===== src/rtl/cache_refill_nway_pkg.sv =====
// Shared encodings for the N-way cache line refill engine: AXI burst/response codes and FSM states.
// Optional build macro used by the engine: CACHE_REFILL_CWF_EN (critical-word-first refill).
package cache_refill_nway_pkg;

  localparam logic [1:0] BURST_INCR = 2'b01;
  localparam logic [1:0] BURST_WRAP = 2'b10;
  localparam logic [1:0] RESP_OKAY  = 2'b00;

  typedef enum logic [1:0] {
    ST_IDLE = 2'd0,
    ST_AR   = 2'd1,
    ST_RD   = 2'd2,
    ST_WR   = 2'd3
  } refill_state_e;

  function automatic logic resp_is_okay(input logic [1:0] resp);
    return resp == RESP_OKAY;
  endfunction

endpackage


===== src/rtl/cache_refill_linebuf.sv =====
// Line buffer for the refill engine: BEATS words of DATA_W bits, one slot written per cycle,
// all slots visible at once as a flat vector (word k at [k*DATA_W +: DATA_W]).
module cache_refill_linebuf
  import cache_refill_nway_pkg::*;
#(
  parameter int BEATS  = 4,
  parameter int DATA_W = 32,
  localparam int OFF_W = $clog2(BEATS)
) (
  input  logic                    clk,
  input  logic                    reset,
  input  logic                    wr_en_i,
  input  logic [OFF_W-1:0]        wr_slot_i,
  input  logic [DATA_W-1:0]       wr_data_i,
  output logic [BEATS*DATA_W-1:0] line_o
);

  logic [BEATS-1:0][DATA_W-1:0] mem_q;

  always_ff @(posedge clk or negedge reset) begin
    if (!reset) begin
      mem_q <= '0;
    end else if (wr_en_i) begin
      mem_q[wr_slot_i] <= wr_data_i;
    end
  end

  assign line_o = mem_q;

endmodule


===== src/rtl/cache_refill_nway.sv =====
// Line refill engine for an N-way set-associative cache: one AXI4 read burst per miss, then a single-cycle
// way write. Define CACHE_REFILL_CWF_EN for critical-word-first (WRAP burst plus early word_valid/word_data).
module cache_refill_nway
  import cache_refill_nway_pkg::*;
#(
  parameter int WAYS    = 2,
  parameter int BEATS   = 4,
  parameter int DATA_W  = 32,
  parameter int INDEX_W = 6,
  parameter int TAG_W   = 22,
  parameter int ID_W    = 4,
  parameter int AXI_ID  = 0,
  localparam int WAY_W  = $clog2(WAYS),
  localparam int OFF_W  = $clog2(BEATS),
  localparam int BYTE_W = $clog2(DATA_W/8),
  localparam int ADDR_W = TAG_W + INDEX_W + OFF_W + BYTE_W
) (
  input  logic                    clk,
  input  logic                    reset,
  input  logic                    req_valid,
  output logic                    req_ready,
  input  logic [INDEX_W-1:0]      req_index,
  input  logic [TAG_W-1:0]        req_tag,
  input  logic [WAY_W-1:0]        req_way,
  input  logic [OFF_W-1:0]        req_offset,
  output logic [ADDR_W-1:0]       araddr,
  output logic [7:0]              arlen,
  output logic [2:0]              arsize,
  output logic [1:0]              arburst,
  output logic [ID_W-1:0]         arid,
  output logic                    arvalid,
  input  logic                    arready,
  input  logic [DATA_W-1:0]       rdata,
  input  logic [ID_W-1:0]         rid,
  input  logic [1:0]              rresp,
  input  logic                    rlast,
  input  logic                    rvalid,
  output logic                    rready,
  output logic                    rsp_valid,
  output logic                    rsp_err,
  output logic [BEATS*DATA_W-1:0] rsp_data,
  output logic [WAYS-1:0]         way_wen,
  output logic [INDEX_W-1:0]      wr_index,
  output logic [TAG_W-1:0]        wr_tag,
  output logic                    wr_valid
`ifdef CACHE_REFILL_CWF_EN
  ,
  output logic                    word_valid,
  output logic [DATA_W-1:0]       word_data
`endif
);

  localparam logic [ID_W-1:0]  ID_VAL   = ID_W'(AXI_ID);
  localparam logic [OFF_W-1:0] LAST_OFF = OFF_W'(BEATS - 1);

  refill_state_e       state_q;
  logic [INDEX_W-1:0]  index_q;
  logic [TAG_W-1:0]    tag_q;
  logic [WAY_W-1:0]    way_q;
  logic [OFF_W-1:0]    start_q;
  logic [OFF_W-1:0]    cnt_q;
  logic                over_q;
  logic                err_q;
  logic                arvalid_q;
  logic                rready_q;
  logic                rsp_valid_q;
  logic                rsp_err_q;
  logic [WAYS-1:0]     way_wen_q;
  logic                wr_valid_q;

  logic                beat_hit;
  logic                beat_store;
  logic                beat_err;
  logic                err_d;
  logic [OFF_W-1:0]    slot;
  logic [OFF_W-1:0]    start_d;

  // Only beats carrying our ID count; once the counter has wrapped, beats are errors and are not stored.
  assign beat_hit   = rvalid & rready_q & (rid == ID_VAL);
  assign beat_store = beat_hit & ~over_q;
  assign beat_err   = ~resp_is_okay(rresp) | over_q | (rlast & (cnt_q != LAST_OFF));
  assign err_d      = err_q | (beat_hit & beat_err);
  assign slot       = start_q + cnt_q;

`ifdef CACHE_REFILL_CWF_EN
  assign start_d = req_offset;
  assign arburst = BURST_WRAP;
`else
  logic unused_offset;
  assign unused_offset = ^req_offset;
  assign start_d = '0;
  assign arburst = BURST_INCR;
`endif

  always_ff @(posedge clk or negedge reset) begin
    if (!reset) begin
      state_q     <= ST_IDLE;
      index_q     <= '0;
      tag_q       <= '0;
      way_q       <= '0;
      start_q     <= '0;
      cnt_q       <= '0;
      over_q      <= 1'b0;
      err_q       <= 1'b0;
      arvalid_q   <= 1'b0;
      rready_q    <= 1'b0;
      rsp_valid_q <= 1'b0;
      rsp_err_q   <= 1'b0;
      way_wen_q   <= '0;
      wr_valid_q  <= 1'b0;
    end else begin
      rsp_valid_q <= 1'b0;
      way_wen_q   <= '0;
      wr_valid_q  <= 1'b0;
      case (state_q)
        ST_IDLE: begin
          if (req_valid) begin
            index_q   <= req_index;
            tag_q     <= req_tag;
            way_q     <= req_way;
            start_q   <= start_d;
            cnt_q     <= '0;
            over_q    <= 1'b0;
            err_q     <= 1'b0;
            rsp_err_q <= 1'b0;
            arvalid_q <= 1'b1;
            state_q   <= ST_AR;
          end
        end
        ST_AR: begin
          if (arready) begin
            arvalid_q <= 1'b0;
            rready_q  <= 1'b1;
            state_q   <= ST_RD;
          end
        end
        ST_RD: begin
          if (beat_hit) begin
            err_q <= err_d;
            cnt_q <= cnt_q + 1'b1;
            if (cnt_q == LAST_OFF) begin
              over_q <= 1'b1;
            end
            // A failed refill still strobes the way, but with valid=0 so the stale line is invalidated.
            if (rlast) begin
              rready_q    <= 1'b0;
              rsp_valid_q <= 1'b1;
              rsp_err_q   <= err_d;
              way_wen_q   <= WAYS'(1) << way_q;
              wr_valid_q  <= ~err_d;
              state_q     <= ST_WR;
            end
          end
        end
        ST_WR: begin
          state_q <= ST_IDLE;
        end
        default: begin
          state_q <= ST_IDLE;
        end
      endcase
    end
  end

`ifdef CACHE_REFILL_CWF_EN
  logic              word_valid_q;
  logic [DATA_W-1:0] word_data_q;

  // The critical word is the first counted beat; forward it to the core as soon as it arrives clean.
  always_ff @(posedge clk or negedge reset) begin
    if (!reset) begin
      word_valid_q <= 1'b0;
      word_data_q  <= '0;
    end else begin
      word_valid_q <= beat_store & (cnt_q == '0) & resp_is_okay(rresp);
      if (beat_store & (cnt_q == '0)) begin
        word_data_q <= rdata;
      end
    end
  end

  assign word_valid = word_valid_q;
  assign word_data  = word_data_q;
`endif

  cache_refill_linebuf #(
    .BEATS  (BEATS),
    .DATA_W (DATA_W)
  ) u_linebuf (
    .clk       (clk),
    .reset     (reset),
    .wr_en_i   (beat_store),
    .wr_slot_i (slot),
    .wr_data_i (rdata),
    .line_o    (rsp_data)
  );

  assign req_ready = (state_q == ST_IDLE);
  assign araddr    = {tag_q, index_q, start_q, {BYTE_W{1'b0}}};
  assign arlen     = 8'(BEATS - 1);
  assign arsize    = 3'(BYTE_W);
  assign arid      = ID_VAL;
  assign arvalid   = arvalid_q;
  assign rready    = rready_q;
  assign rsp_valid = rsp_valid_q;
  assign rsp_err   = rsp_err_q;
  assign way_wen   = way_wen_q;
  assign wr_index  = index_q;
  assign wr_tag    = tag_q;
  assign wr_valid  = wr_valid_q;

endmodule


===== config.mk =====
export PLATFORM = sky130hd
export DESIGN_NAME = cache_refill_nway
export DESIGN_NICKNAME = d
export VERILOG_FILES = /design/src/rtl/cache_refill_nway_pkg.sv /design/src/rtl/cache_refill_linebuf.sv /design/src/rtl/cache_refill_nway.sv
export SDC_FILE = /design/constraint.sdc
export NUM_CORES = 1
export LEC_CHECK = 0
export ABC_AREA = 1
export CORE_MARGIN = 2
export CORE_UTILIZATION = 39
export DETAILED_ROUTE_END_ITERATION = 8
export HOLD_SLACK_MARGIN = 0.03
export PLACE_DENSITY = 0.78
export SLEW_MARGIN = 25
export SYNTH_ARGS = -nofsm -noshare
export SYNTH_HDL_FRONTEND = slang
export SYNTH_SLANG_ARGS = --single-unit

===== constraint.sdc =====
create_clock -name clk -period 1.5 [get_ports clk]
set_clock_uncertainty 0.2 [all_clocks]
set_input_delay 0.3 -clock clk [delete_from_list [all_inputs] [get_ports clk]]
set_output_delay 0.3 -clock clk [all_outputs]
set_load 0.1 [all_outputs]

# After elaboration in Yosys (flattened, before gate mapping)
# Cells that the tools add are included.
[classes] shifts=1 reduce_logical=14 n_eq_ne=10 n_addsub=1 bitwise_logic=11 muxes=36 n_lt_le_gt_ge=2
[op_table] op="bitwise mux 128 bit" n=1
[op_table] op="demux 32 bit (select 2 bit)" n=1
[op_table] op="two-way mux 32 bit" n=1
[op_table] op="two-way mux 2 bit" n=9
[op_table] op="two-way mux 1 bit" n=17
[op_table] op="AND reduction 4 bit" n=4
[op_table] op="!= test 2 bit (second input constant)" n=6
[op_table] op="case mux 1 bit (2 select lines)" n=5
[op_table] op="case mux 2 bit (4 select lines)" n=1
[op_table] op="== test 2 bit (second input constant)" n=3
[op_table] op="AND reduction 3 bit" n=2
[op_table] op="nonzero test 2 bit" n=3
[op_table] op="bitwise AND 1 bit" n=5
[op_table] op="logical NOT 2 bit" n=2
[op_table] op="logical NOT 4 bit" n=1
[op_table] op="case mux 2 bit (2 select lines)" n=1
[op_table] op="< comparator 2 x 3 -> 1 bit (second input constant)" n=1
[op_table] op="inverter 1 bit" n=3
[op_table] op="bitwise OR 1 bit" n=3
[op_table] op="adder 2 x 1 -> 2 bit (second input constant)" n=1
[op_table] op="== test 2 x 1 -> 1 bit (second input constant)" n=1
[op_table] op=">= comparator 2 x 1 -> 1 bit (second input constant)" n=1
[op_table] op="AND reduction 2 bit" n=1
[op_table] op="left shift 1 x 1 -> 2 bit (first input constant)" n=1
[op_table] op="logical AND 1 bit" n=1
[totals] word_cells=92 output_inout_bits=213 ff_bits=170

# Depth between registers and ports, before layout
[logic_depth] depth_word=10 ltp_mapped=9 mapped_depth_nobuf=9

# Hierarchy
# A second synthesis with hierarchy kept.
[hier_totals] cells_unflattened=768 hier_area_um2=7457.2
[modules_own_cells] module="cache_refill_linebuf" instances=1 area_each_um2=5188.7 cells_per_inst=569
[modules_own_cells] module="cache_refill_nway" instances=1 area_each_um2=2268.4 cells_per_inst=199

# Least setup slack after synthesis
# Ideal clock, no wire load.
[synth_timing] path_kind="register -> register" startpoint="reg state_q[0]" endpoint="reg index_q[0] (netlist: wr_index[0])" path_stages_with_launch=6 n_path_buf=1 arrival_time_ns=2.081 path_slack_ns=-0.907 path_cell_list="dfrtp_1 -> inv_1 -> ha_1 -> nand2_1 -> buf_2 -> mux2_2"
[synth_between] elab_chain_cells=2
[synth_lines] element="from (decl)" line_no="cache_refill_nway.sv:56" text="refill_state_e state_q;"
[synth_lines] element="from (signal assigned)" line_no="cache_refill_nway.sv:97" text="state_q <= ST_IDLE;"
[synth_lines] element="from (signal assigned)" line_no="cache_refill_nway.sv:127" text="state_q <= ST_AR;"
[synth_lines] element="from (signal assigned)" line_no="cache_refill_nway.sv:134" text="state_q <= ST_RD;"
[synth_lines] element="logical NOT 2 bit"
[synth_lines] element="net req_ready" line_no="cache_refill_nway.sv:21" text="output logic req_ready,"
[synth_lines] element="AND reduction 2 bit (no source line)"
[synth_lines] element="to (signal assigned)" line_no="cache_refill_nway.sv:118" text="index_q <= req_index;"
[synth_lines] element="to (decl)" line_no="cache_refill_nway.sv:57" text="logic [INDEX_W-1:0] index_q;"
# The timed path passes the listed nets, and every way through them passes these cells.
# A chain may end at the register's enable or synchronous reset.

# Final worst setup path
[layout_timing] startpoint="in rid[0]" endpoint="reg u_linebuf.mem_q, in the netlist u_linebuf.line_o[111]"
[layout_between] elab_chain_cells=3
[layout_lines] element="from (decl)" line_no="cache_refill_nway.sv:34" text="input logic [ID_W-1:0] rid,"
[layout_lines] element="logical NOT 4 bit" line_no="cache_refill_nway.sv:79" text="assign beat_hit = rvalid & rready_q & (rid == ID_VAL);"
[layout_lines] element="bitwise AND 1 bit" line_no="cache_refill_nway.sv:79"
[layout_lines] element="bitwise AND 1 bit" line_no="cache_refill_nway.sv:80" text="assign beat_store = beat_hit & ~over_q;"
[layout_lines] element="to (signal, indexed assignment)" line_no="cache_refill_linebuf.sv:24" text="mem_q[wr_slot_i] <= wr_data_i;"
[layout_lines] element="to (decl)" line_no="cache_refill_linebuf.sv:18" text="logic [BEATS-1:0][DATA_W-1:0] mem_q;"
# Every way passes these cells.

==> results.md <==
* Clock transition at path regs at 70 ps
* Antenna Nets Post-Route at 0
* Initial DRC Count at approximately 430
* Largest family of logic cells by synthesized area: buffers and inverters
* Clk Latency, worst-skew pair at between 400 and 500 ps
* Crit-path max FO at 7
* Setup Viol. Count Final at 360
* Width of the die at about 140 um
* Netlist cell types at 24
* Core Box Area at 17900 um2
* Simple-gate area share of the yosys netlist at 0.104
* Placed insts at between 1000 and 1500
* Vias in the first global route at 7645
* Post-synthesis sequential area ratio at 0.601
* Non-Filler Instances at approximately 1400
* Setup TNS at -60830 ps
* Post-Layout Inst Area at about 16000 um2
* Yosys reg bits at 170
* Initial core utilization at 0.396
* Worst reg-to-reg setup slack at -410 ps
* Total grt overflow at 0
* Die height at about 140 um
* Mux share of post-synthesis cell area at 0.0445
* RSZ-0062 raised after global routing: yes
* Status: finished with violations
* Fin crit share at 1.33
* Max_cap viols at 0
* Area share of fa/ha/maj cells after synthesis at 0.0141
* Area grow syn2layout at 129%
* Failing checks: setup timing
* R2r endpoint: u_linebuf.line_o[111]
* HPWL Detailed at ~15000 um
* Yosys warns at 0
* Hold Worst Slack at between 100 and 150 ps
* Mean routed wirelength per cell at ~28 um
* Drt pass-1 iters at 5
* Fillers at slightly below 600
* Xor/xnor share of the synthesized area at 0
* Critical Path End Type: flip-flop
* Minimum clock period at 1990 ps
* FF+latch area at around 4400 um2
* Post-Route WL at 37500 um
* Critical path type: in -> reg
* FF-to-FF Start: rready
* CP Data Arrival Time at 2130 ps
* Worst Setup SP: rid[0]
* Vias per std cell at 5.31
* Worst Path Required at between 1500 and 2000 ps
* DRC errors left at 0
* Area leader, netlist: dfrtp_1
* Vias at roughly 7200
* Netlist Area Pre-Place at approximately 7100 um2
* Pins Over Slew Limit at 0
* Footprint of the multi-input gates at 3380 um2
* Post-Syn Instances at about 650
* Compound-Gate Fraction of Synth Area at 0.116
* # IOs at ~290
* Global Route Usage Sum at 0.329
* PortBufs at 264
* Nets at ~1200
* Avg Inst Size Synth at 10.9 um2
* Largest cells by area after synthesis: dfrtp_1 60%, nand2_1 8.0%, o21ai_1 6.9%
* Num CTS Buffers at 17
* GP Congestion at 0.787
* CTS tree: yes
* Largest net degree at the start of global routing at 56
* Final WS setup at -491 ps
* R2R cell count at 9
* Initial antenna violation count at 1
* Clock buffer depth at 2
* Crit path launch type: primary input
* Clock Sinks at between 150 and 200
* Layout cells sized above 1 at 0.737
* Root buffer cell: clkbuf_16
* F_max at 502 MHz
* Cell Area, Placed at between 10000 and 15000 um2
* H-tree levels at 4
* Fin. Hold Viols at 0
* Die area at between 15000 and 20000 um2
* Row count at roughly 50
* HP Class: in -> async
* Yosys top cell area share at 0.601
* First-pass GRT wire length at between 40000 and 50000 um
==> metrics by stage <==
step | utilization | worst slack, ps
after floorplan | - | -178
after global placement | 0.663 | -472
after detailed placement | 0.663 | -546
after CTS | 0.846 | -329
after global routing | 0.904 | -508
final | 0.904 | -491
==> routing by layer <==
| layer | GRT usage | up-vias | wire length (um) |
|---|---|---|---|
| li1 | - | 2960 | - |
| met1 | 0.382 | 3672 | 13100 |
| met2 | 0.584 | 384 | 19800 |
| met3 | 0.0653 | 161 | 2000 |
| met4 | 0.156 | 0 | 2600 |
| met5 | 0 | - | 0 |
==> sequential cells by signal (all words and copies together) (netlist names) <==
register and count:
arvalid 1, cnt_q 2, err_q 1, over_q 1, rready 1, rsp_err 1
rsp_valid 1, state_q 2, u_linebuf.line_o 128, way_q 1, way_wen 2, wr_index 6
wr_tag 22, wr_valid 1
==> cell families after synthesis <==
kind of cell | count (synthesis)
adders and majority gates | 8
buffers and inverters | 128
DFF | 170
AOI/OAI and AO/OA | 141
muxes | 28
other | 2
and+or+nand+nor | 171
==> Yosys cell counts (all sizes together) <==
master and count:
a21oi 3, inv 50, o21ai 137, nand4 2
conb 2, nand2 151, nor3 2, nand3 7
ha 8, buf 77, nor2 8, dfrtp 170
clkinv 1, or2 1, mux2 28, o22ai 1
==> cell type report <==
cell class | instances | share of cell area
diodes | 1 | 0.000155
clock buffers | 19 | 0.0274
clock inverters | 10 | 0.00943
inverters | 51 | 0.0118
multi-input cells | 369 | 0.209
flip-flops and latches | 170 | 0.272
well taps | 229 | 0.0177
repair buffers | 502 | 0.452
==> worst max-delay path: stages <==
cell	delay, ps
clkdlybuf4s50_1	470
nor2_4	200
nand2_4	100
nor2_8	150
buf_6	130
nand3_4	120
buf_12	180
buf_12	130
buf_16	150
o21ai_1	200
==> worst max-delay path by stage <==
stage	to	depth (start not counted)
4_1_cts	req_ready	4
5_1_grt	u_linebuf.line_o[111]	10
2_1_floorplan	u_linebuf.line_o[10]	6
3_3_place_gp	u_linebuf.line_o[1]	8
6_report	u_linebuf.line_o[111]	10
3_5_place_dp	u_linebuf.line_o[29]	8
==> repair_timing <==
| action | CTS | global route |
|---|---|---|
| pin swaps | 14 | 24 |
| resized for setup | 257 | 202 |
| hold endpoints to repair | 170 | 0 |
| setup buffers | 126 | 60 |
| hold buffers | 1 | 0 |
| endpoints found under the setup margin | 356 | 361 |
| gates cloned | 31 | 1 |
==> cells in the final DEF, fill, tap and decap left out, types with 22 or more instances in the layout <==
cell type / count
dfrtp_2: 38
o21ai_1: 22
buf_6: 24
buf_12: 213
nand2_4: 99
o21ai_2: 107
nand2_2: 32
mux2_2: 28
dfrtp_4: 29
buf_16: 27
buf_4: 162
clkdlybuf4s50_1: 70
inv_1: 45
dfrtp_1: 103
Power of run 1 is left out: the tool's default activity adds up to more than one toggle a clock period on the data nets, which glitch-free logic cannot reach.
